`src/rtl/xram_mmio_bridge_if.sv`:
```
// CPU XRAM port and AES command port of the XRAM/MMIO bridge.
// The master side (CPU plus AES environment) drives the opcode, address and AES read data.
interface xram_mmio_bridge_if;
  logic [7:0]  pc_in;
  logic [15:0] xram_addr;
  logic [7:0]  xram_wdata;
  logic [7:0]  xram_rdata;
  logic        xram_rvalid;
  logic [1:0]  aes_cmd;
  logic [15:0] aes_addr;
  logic [7:0]  aes_wdata;
  logic [7:0]  aes_rdata;

  modport master (
    output pc_in, xram_addr, xram_wdata, aes_rdata,
    input  xram_rdata, xram_rvalid, aes_cmd, aes_addr, aes_wdata
  );

  modport slave (
    input  pc_in, xram_addr, xram_wdata, aes_rdata,
    output xram_rdata, xram_rvalid, aes_cmd, aes_addr, aes_wdata
  );
endinterface

```
`src/rtl/xram_mmio_bridge.sv`:
```
// Decodes oc8051 MOVX opcodes and routes each access to the AES MMIO window or a local
// scratch XRAM. Key registers are write-only; key reads and busy-time accesses are violations.
module xram_mmio_bridge #(
  parameter logic [15:0] AES_BASE   = 16'hFF00,
  parameter int unsigned AES_SIZE   = 64,
  parameter logic [15:0] KEY_LO     = 16'hFF10,
  parameter logic [15:0] KEY_HI     = 16'hFF1F,
  parameter int unsigned MEM_AW     = 8,
  parameter int unsigned AES_RD_LAT = 1
) (
  input  logic               clk,
  input  logic               rst,
  xram_mmio_bridge_if.slave  bus,
  output logic               busy,
  output logic               viol,
  output logic [7:0]         viol_cnt
);

  localparam int unsigned MEM_DEPTH = 2 ** MEM_AW;
  localparam int unsigned CNT_W     = 2;
  localparam logic [16:0] AES_END   = 17'(AES_BASE) + 17'(AES_SIZE);

  typedef enum logic [1:0] {IDLE, ISSUE, WAIT, RESP} state_t;

  state_t             state_q, state_d;
  logic [15:0]        addr_q, addr_d;
  logic [7:0]         wdata_q, wdata_d;
  logic               wr_q, wr_d;
  logic [CNT_W-1:0]   cnt_q, cnt_d;
  logic [7:0]         rdata_q, rdata_d;
  logic               rvalid_q, rvalid_d;
  logic [1:0]         cmd_q, cmd_d;
  logic [15:0]        aes_addr_q, aes_addr_d;
  logic [7:0]         aes_wdata_q, aes_wdata_d;
  logic               busy_q, busy_d;
  logic               viol_q, viol_d;
  logic [7:0]         viol_cnt_q, viol_cnt_d;
  logic               dec_wr, dec_rd, viol_evt, mem_we;
  logic [7:0]         mem [MEM_DEPTH];

  function automatic logic in_aes(input logic [15:0] a);
    return (17'(a) >= 17'(AES_BASE)) && (17'(a) < AES_END);
  endfunction

  function automatic logic in_key(input logic [15:0] a);
    return (a >= KEY_LO) && (a <= KEY_HI);
  endfunction

  // MOVX opcode decode
  always_comb begin
    dec_wr = 1'b0;
    dec_rd = 1'b0;
    case (bus.pc_in)
      8'hF0, 8'hF2, 8'hF3: dec_wr = 1'b1;
      8'hE0, 8'hE2, 8'hE3: dec_rd = 1'b1;
      default: ;
    endcase
  end

  // Next state and next registered outputs; AES strobes are set on entry to ISSUE
  always_comb begin
    state_d     = state_q;
    addr_d      = addr_q;
    wdata_d     = wdata_q;
    wr_d        = wr_q;
    cnt_d       = cnt_q;
    rdata_d     = rdata_q;
    rvalid_d    = 1'b0;
    cmd_d       = 2'b00;
    aes_addr_d  = 16'h0000;
    aes_wdata_d = 8'h00;
    viol_evt    = 1'b0;
    mem_we      = 1'b0;

    case (state_q)
      IDLE: begin
        if (dec_wr || dec_rd) begin
          state_d = ISSUE;
          addr_d  = bus.xram_addr;
          wdata_d = bus.xram_wdata;
          wr_d    = dec_wr;
          if (in_aes(bus.xram_addr) && (dec_wr || !in_key(bus.xram_addr))) begin
            cmd_d       = {dec_wr, dec_rd};
            aes_addr_d  = bus.xram_addr;
            aes_wdata_d = dec_wr ? bus.xram_wdata : 8'h00;
          end
        end
      end
      ISSUE: begin
        if (in_aes(addr_q)) begin
          if (wr_q) begin
            state_d = IDLE;
          end else if (in_key(addr_q)) begin
            rdata_d  = 8'h00;
            rvalid_d = 1'b1;
            viol_evt = 1'b1;
            state_d  = RESP;
          end else if (AES_RD_LAT == 1) begin
            rdata_d  = bus.aes_rdata;
            rvalid_d = 1'b1;
            state_d  = RESP;
          end else begin
            cnt_d   = CNT_W'(AES_RD_LAT - 1);
            state_d = WAIT;
          end
        end else if (wr_q) begin
          mem_we  = 1'b1;
          state_d = IDLE;
        end else begin
          rdata_d  = mem[addr_q[MEM_AW-1:0]];
          rvalid_d = 1'b1;
          state_d  = RESP;
        end
      end
      WAIT: begin
        cnt_d = cnt_q - CNT_W'(1);
        if (cnt_q == CNT_W'(1)) begin
          rdata_d  = bus.aes_rdata;
          rvalid_d = 1'b1;
          state_d  = RESP;
        end
      end
      RESP: state_d = IDLE;
      default: state_d = IDLE;
    endcase

    // Accesses are accepted only in IDLE; anything else is dropped and flagged
    if ((state_q != IDLE) && (dec_wr || dec_rd)) viol_evt = 1'b1;

    busy_d     = (state_d != IDLE);
    viol_d     = viol_q | viol_evt;
    viol_cnt_d = (viol_evt && (viol_cnt_q != 8'hFF)) ? viol_cnt_q + 8'd1 : viol_cnt_q;
  end

  always_ff @(posedge clk) begin
    if (rst) begin
      state_q     <= IDLE;
      addr_q      <= 16'h0000;
      wdata_q     <= 8'h00;
      wr_q        <= 1'b0;
      cnt_q       <= '0;
      rdata_q     <= 8'h00;
      rvalid_q    <= 1'b0;
      cmd_q       <= 2'b00;
      aes_addr_q  <= 16'h0000;
      aes_wdata_q <= 8'h00;
      busy_q      <= 1'b0;
      viol_q      <= 1'b0;
      viol_cnt_q  <= 8'h00;
    end else begin
      state_q     <= state_d;
      addr_q      <= addr_d;
      wdata_q     <= wdata_d;
      wr_q        <= wr_d;
      cnt_q       <= cnt_d;
      rdata_q     <= rdata_d;
      rvalid_q    <= rvalid_d;
      cmd_q       <= cmd_d;
      aes_addr_q  <= aes_addr_d;
      aes_wdata_q <= aes_wdata_d;
      busy_q      <= busy_d;
      viol_q      <= viol_d;
      viol_cnt_q  <= viol_cnt_d;
    end
  end

  // Scratch XRAM keeps its contents across reset; a write caught by reset is abandoned
  always_ff @(posedge clk) begin
    if (mem_we && !rst) mem[addr_q[MEM_AW-1:0]] <= wdata_q;
  end

  assign bus.xram_rdata  = rdata_q;
  assign bus.xram_rvalid = rvalid_q;
  assign bus.aes_cmd     = cmd_q;
  assign bus.aes_addr    = aes_addr_q;
  assign bus.aes_wdata   = aes_wdata_q;
  assign busy            = busy_q;
  assign viol            = viol_q;
  assign viol_cnt        = viol_cnt_q;

endmodule

```
`src/flat_wrapper.sv`:
```
// flat-port wrapper written by rule: the top's interface ports become plain ports
module xram_mmio_bridge_flat 
#(
  parameter logic [15:0] AES_BASE   = 16'hFF00,
  parameter int unsigned AES_SIZE   = 64,
  parameter logic [15:0] KEY_LO     = 16'hFF10,
  parameter logic [15:0] KEY_HI     = 16'hFF1F,
  parameter int unsigned MEM_AW     = 8,
  parameter int unsigned AES_RD_LAT = 1
)
  (clk, rst, busy, viol, viol_cnt, bus_pc_in, bus_xram_addr, bus_xram_wdata, bus_aes_rdata, bus_xram_rdata, bus_xram_rvalid, bus_aes_cmd, bus_aes_addr, bus_aes_wdata);
  xram_mmio_bridge_if bus_i ();
  input  logic clk;
  input  logic rst;
  output logic busy;
  output logic viol;
  output logic [7:0] viol_cnt;
  input wire logic [$bits(bus_i.pc_in)-1:0] bus_pc_in;
  input wire logic [$bits(bus_i.xram_addr)-1:0] bus_xram_addr;
  input wire logic [$bits(bus_i.xram_wdata)-1:0] bus_xram_wdata;
  input wire logic [$bits(bus_i.aes_rdata)-1:0] bus_aes_rdata;
  output wire logic [$bits(bus_i.xram_rdata)-1:0] bus_xram_rdata;
  output wire logic [$bits(bus_i.xram_rvalid)-1:0] bus_xram_rvalid;
  output wire logic [$bits(bus_i.aes_cmd)-1:0] bus_aes_cmd;
  output wire logic [$bits(bus_i.aes_addr)-1:0] bus_aes_addr;
  output wire logic [$bits(bus_i.aes_wdata)-1:0] bus_aes_wdata;
  assign bus_i.pc_in = bus_pc_in;
  assign bus_i.xram_addr = bus_xram_addr;
  assign bus_i.xram_wdata = bus_xram_wdata;
  assign bus_i.aes_rdata = bus_aes_rdata;
  assign bus_xram_rdata = bus_i.xram_rdata;
  assign bus_xram_rvalid = bus_i.xram_rvalid;
  assign bus_aes_cmd = bus_i.aes_cmd;
  assign bus_aes_addr = bus_i.aes_addr;
  assign bus_aes_wdata = bus_i.aes_wdata;
  xram_mmio_bridge #(.AES_BASE(AES_BASE), .AES_SIZE(AES_SIZE), .KEY_LO(KEY_LO), .KEY_HI(KEY_HI), .MEM_AW(MEM_AW), .AES_RD_LAT(AES_RD_LAT)) u_core (.clk(clk), .rst(rst), .bus(bus_i), .busy(busy), .viol(viol), .viol_cnt(viol_cnt));
endmodule
```
`config.mk`:
```
export PLATFORM = sky130hd
export DESIGN_NAME = xram_mmio_bridge_flat
export DESIGN_NICKNAME = d
export VERILOG_FILES = /design/src/rtl/xram_mmio_bridge_if.sv /design/src/rtl/xram_mmio_bridge.sv /design/src/flat_wrapper.sv
export SDC_FILE = /design/constraint.sdc
export NUM_CORES = 2
export LEC_CHECK = 0
export ABC_CLOCK_PERIOD_IN_PS = 4500
export BUFFER_PORTS_ARGS = -buffer_cell sky130_fd_sc_hd__buf_2
export CAP_MARGIN = 20
export CELL_PAD_IN_SITES_DETAIL_PLACEMENT = 1
export CELL_PAD_IN_SITES_GLOBAL_PLACEMENT = 1
export CORE_ASPECT_RATIO = 0.75
export CORE_MARGIN = 4
export CORE_UTILIZATION = 50
export DETAILED_ROUTE_END_ITERATION = 10
export GPL_ROUTABILITY_DRIVEN = 0
export HOLD_SLACK_MARGIN = 0.12
export PLACE_DENSITY = 0.77
export SLEW_MARGIN = 25
export SYNTH_ARGS = -nofsm -noshare
export SYNTH_HDL_FRONTEND = slang
export SYNTH_SLANG_ARGS = --single-unit
```
`constraint.sdc`:
```
create_clock -name clk -period 4.5 [get_ports clk]
set_input_delay 0.9 -clock clk [delete_from_list [all_inputs] [get_ports clk]]
set_output_delay 0.9 -clock clk [all_outputs]
set_load 0.05 [all_outputs]
```
== Word level (Yosys, flattened, before mapping) ==
Memories as Yosys holds them, arrays and structs flattened. A register that Yosys moved wholly into a read port is not among the register bits.
Index checks and enable logic that the tools add are counted.

* Equal/unequal tests: 13
* Multiplexer cells: 27
* Bitwise logic cells: 5
* Reductions and logical operators: 22
* Magnitude comparators: 8
* Add/subtract/negate cells: 2

{| class="wikitable"
|+ Operators with widths
! operator !! number
|-
| >= comparator 16 bit (second input constant) || 4
|-
| two-way mux 8 bit || 7
|-
| == test 8 bit (second input constant) || 6
|-
| less-or-equal comparator 16 bit (second input constant) || 2
|-
| less-than comparator 16 bit (second input constant) || 2
|-
| one-hot mux 8 bit (2 select lines) || 1
|-
| two-way mux 1 bit || 14
|-
| adder 8 x 1 -> 8 bit (second input constant) || 1
|-
| logical AND 1 bit || 8
|-
| != test 8 bit (second input constant) || 1
|-
| one-hot mux 2 bit (4 select lines) || 1
|-
| two-way mux 2 bit || 3
|-
| nonzero test 2 bit || 3
|-
| OR reduction 3 bit || 2
|-
| OR reduction 5 bit || 1
|-
| == test 2 x 1 -> 1 bit (second input constant) || 2
|-
| == test 2 bit (second input constant) || 2
|-
| inverter 1 bit || 4
|-
| OR reduction 4 bit || 1
|-
| AND reduction 3 bit || 1
|-
| logical NOT 1 bit || 2
|-
| logical NOT 2 bit || 1
|-
| logical OR 1 bit || 2
|-
| != test 2 x 1 -> 1 bit (second input constant) || 1
|-
| other kinds (5) || 5
|}

* Input port bits: 42
* Memories: 1
* Memory bits (writable): 2048
* Register bits after elaboration: 74

{| class="wikitable"
|+ Memories
! name !! words !! bits a word !! read ports !! clocked after memory_dff !! wr ports !! RTL line !! text
|-
| u_core.mem || 256 || 8 || 1 || 1 || 1 || xram_mmio_bridge.sv:39 || <nowiki>logic [7:0] mem [MEM_DEPTH];</nowiki>
|}

== Depth between registers and ports, before layout ==
* Depth in word-level cells: 8
* Depth in mapped cells: 13
* Gate-level depth less buffers: 9

== Worst setup path after synthesis ==
OpenSTA, ideal clock, no wires.

* Kind: reg-to-reg
* Start: register u_core.wdata_q[0]
* End: memory u_core.mem[0][0] (data pin)
* Setup slack: 0.247 ns
* Arrival: 3.397 ns
* Stages on the path, launching flop included: 1
* Path buffers: 0
* Data required time: 3.644 ns
* Period minus slack after synthesis: 4.253 ns
* Cell sequence: dfxtp_1

{| class="wikitable"
|+ RTL lines
! what !! RTL line !! text
|-
| start: declaration || xram_mmio_bridge.sv:27 || <nowiki>logic [7:0] wdata_q, wdata_d;</nowiki>
|-
| start signal: assignment || xram_mmio_bridge.sv:153 || <nowiki>wdata_q <= wdata_d;</nowiki>
|-
| end: declaration || xram_mmio_bridge.sv:39 ||
|}

No word-level cell before the write port.

==> results.yml <==
sta:
  grt_setup_unrepaired: "false"
  setup_total_negative_slack_ns: 0
  finalSetupViolations: 0
  timing_max_transition_violations_final: 0
  fmax_mhz: 247
  period_needed_ns: 4.05
  slew_headroom: 0.236
  final.setup_skew_ns: 0.0345
  final.period_utilization: 0.900
  worst_slew_pin_slew_ns: 1.15
  finalHoldViolations: 0
outcome:
  status: "finished, final reports clean"
clock_network:
  cts_setup_buffers: 0
  cts_max_path_buffers: 3
  worstSkewPairLatency_ns: 0.84
  tritoncts.num_buffers: 189
  tritoncts: "done"
  cts_sinks: 2130
  clock_transition_at_the_registers_of_the_reported_paths_ns: 0.07
  cts_hold_buf: 0
  root_buffer: "sky130_fd_sc_hd__clkbuf_16"
  cts_htree_levels: 4
floorplan:
  die_y_um: 360
  start_util: 0.505
  die_w_um: 477
  die_area_um2: 172000
  coreArea_um2: 163000
  io_pins: 87
  core.rowCount: 128
critical_path:
  worstSetupStartpointType: "register"
  timing.critical_path.required_ns: 5.21
  critical_path.endpoint_type: "register"
  worstSetupPathType: "register to register"
  regToRegSetupSlack_ns: 0.45
  path_max_fanout: 49
  critPathArrivalTime_ns: 4.76
routing:
  drt_first_pass_iters: 5
  dr.first_iter.drc_count: 6062
  num_vias: 42800
  final_antenna_net_count: 0
  route.detailed.wl_per_inst_um: 35.2
  wl_mm: 227
  drcViolationCount: 0
  detail_route.vias_per_cell: 6.65
synth:
  synth_enable_flop_cells: 2048
  seq_area_frac_synth: 0.766
  async_reset_ff_frac: 0
  synthDistinctLibCells: 65
  syn_avg_cell_area_um2: 21.0
  postSynthCellCount: 3931
  synth-main-ff-cell: "sky130_fd_sc_hd__edfxtp_1"
  syn-cell-area_um2: 82400
  yosys_register_bits: 2130
  yosys_warnings: 0
finish:
  fin_nets: 4181
  final_area_um2: 91900
  drive_above_1_share: 0.250
  area.growth.synth_to_final_pct: 11.4
global_routing:
  pin_count_of_the_biggest_net_entering_global_routing: 203
  initial_antenna_violation_count: 13
  grt_usage: 0.264
  wire_length_of_the_first_global_routing_pass_mm: 329
  number_of_global_route_vias_before_repair: 44000
  grt.overflow.total: 0
job:
  max-cap-violations: 0
power:
  vdd_drop_max_mv: 0.457
  power.static_leakage_uw: 0.0322
  power.density_nw_per_um2: 414
placement:
  detailedPlacementHpwl_mm: 137
  io_buffer_count: 86
  placedInstanceArea_um2: 85800
min_path:
  min-delay-path-class: "input pin to register"
## cells in the final DEF, fill, tap and decap left out, types with 48 or more instances in the layout
master	n
sky130_fd_sc_hd__a21oi_1	60
sky130_fd_sc_hd__buf_2	86
sky130_fd_sc_hd__buf_4	115
sky130_fd_sc_hd__clkbuf_1	50
sky130_fd_sc_hd__clkbuf_16	191
sky130_fd_sc_hd__clkinv_1	48
sky130_fd_sc_hd__dfxtp_1	69
sky130_fd_sc_hd__edfxtp_1	2048
sky130_fd_sc_hd__mux2i_1	92
sky130_fd_sc_hd__mux4_2	513
sky130_fd_sc_hd__nand2_1	109
sky130_fd_sc_hd__nor2_1	298
sky130_fd_sc_hd__o22ai_1	79
## power breakdown
part	internal [µW]	leakage [µW]	total, µW	switching (µW)
logic	164	0.00558	507	343
registers	21500	0.0237	21500	42.3
clock network	8690	0.00290	16000	7320
## kinds of logic (layout without fill, tap and decap cells)
family          after synthesis  in the layout  synth area share
flops                      2130           2130             0.766
mux                         630            630             0.157
simple gates                610            610            0.0329
compound gates              309            309            0.0254
buf+inv                     237            596            0.0175
xor+xnor                      8              8          0.000850
fa+ha+maj                     6              6          0.000911
other cells                   1              5         0.0000455
## sequential cells by signal (all words and copies together) (netlist names), 8 cells and up, named ones only
register and count:
u_core.bus.xram_rdata 8, u_core.bus.aes_wdata 8, u_core.addr_q 16, u_core.bus.aes_addr 16, u_core.mem 2048, u_core.wdata_q 8, u_core.viol_cnt 8
## per-stage QoR
step	power, µW	util	hold slack [ns]	setup WS, ns	instances
2_1_floorplan	22200	-	0.436	0.247	3932
3_3_place_gp	22400	0.526	0.437	0.324	6085
3_5_place_dp	22400	0.526	0.439	0.246	6085
4_1_cts	38100	0.563	0.228	0.111	6434
5_1_grt	39100	0.563	0.269	0.267	6436
6_report	38000	0.563	0.292	0.449	6439
## layout make-up
cell class                      count  area, µm²
Multi-Input combinational cell   1565      18000
Clock inverter                    101        911
Sequential cell                  2130      63200
Clock buffer                      248       5060
Timing Repair Buffer              236       1990
Inverter                           11       41.3
Fill cell                       13800      71300
Antenna cell                        3       7.51
Tap cell                         2145       2680
## path summary, 6_finish.rpt
check,from,to,depth (start not counted)
min,bus_xram_wdata[4],u_core.bus.aes_wdata[4],2
max,register,u_core.bus.xram_rdata[1],9
min reg2reg,u_core.viol,u_core.viol,2
max reg2reg,register,u_core.bus.xram_rdata[1],9
## worst max-delay path, cell delays in order (launching register included)
cell and delay, ns:
sky130_fd_sc_hd__dfxtp_4 0.78, sky130_fd_sc_hd__buf_12 0.40, sky130_fd_sc_hd__buf_4 0.31, sky130_fd_sc_hd__mux4_2 0.52
sky130_fd_sc_hd__and2_1 0.20, sky130_fd_sc_hd__a211oi_1 0.42, sky130_fd_sc_hd__a21oi_1 0.09, sky130_fd_sc_hd__o211ai_1 0.41
sky130_fd_sc_hd__o22ai_1 0.43, sky130_fd_sc_hd__o2bb2ai_1 0.25
## cell usage after synthesis, types with 24 or more instances
master                        n  area [µm²]
sky130_fd_sc_hd__edfxtp_1  2048       61500
sky130_fd_sc_hd__mux4_2     513       11600
sky130_fd_sc_hd__nor2_1     307        1150
sky130_fd_sc_hd__nand2_1    118         443
sky130_fd_sc_hd__mux2i_1     92         921
sky130_fd_sc_hd__clkbuf_1    88         330
sky130_fd_sc_hd__dfxtp_1     82        1640
sky130_fd_sc_hd__o22ai_1     79         494
sky130_fd_sc_hd__a21oi_1     60         300
sky130_fd_sc_hd__buf_2       59         295
sky130_fd_sc_hd__a211oi_1    40         300
sky130_fd_sc_hd__nor3_1      40         200
sky130_fd_sc_hd__nor2b_1     34         213
sky130_fd_sc_hd__buf_4       33         248
sky130_fd_sc_hd__buf_6       33         372
sky130_fd_sc_hd__o21ai_0     26         130
sky130_fd_sc_hd__nand3_1     24         120
## layer usage
layer	up-vias	global-route usage	part of all wire
li1	16700	-	-
met2	2693	0.408	0.47
met3	439	0.0607	0.10
met5	-	0	0.00066
met1	22900	0.376	0.39
met4	20	0.0921	0.033
## repair_timing
item                       4_1_cts  5_1_grt
hold endpoints to repair         0        0
resized for setup                0        1
setup endpoints to repair        0        1
(Power assumes the default switching activity.)
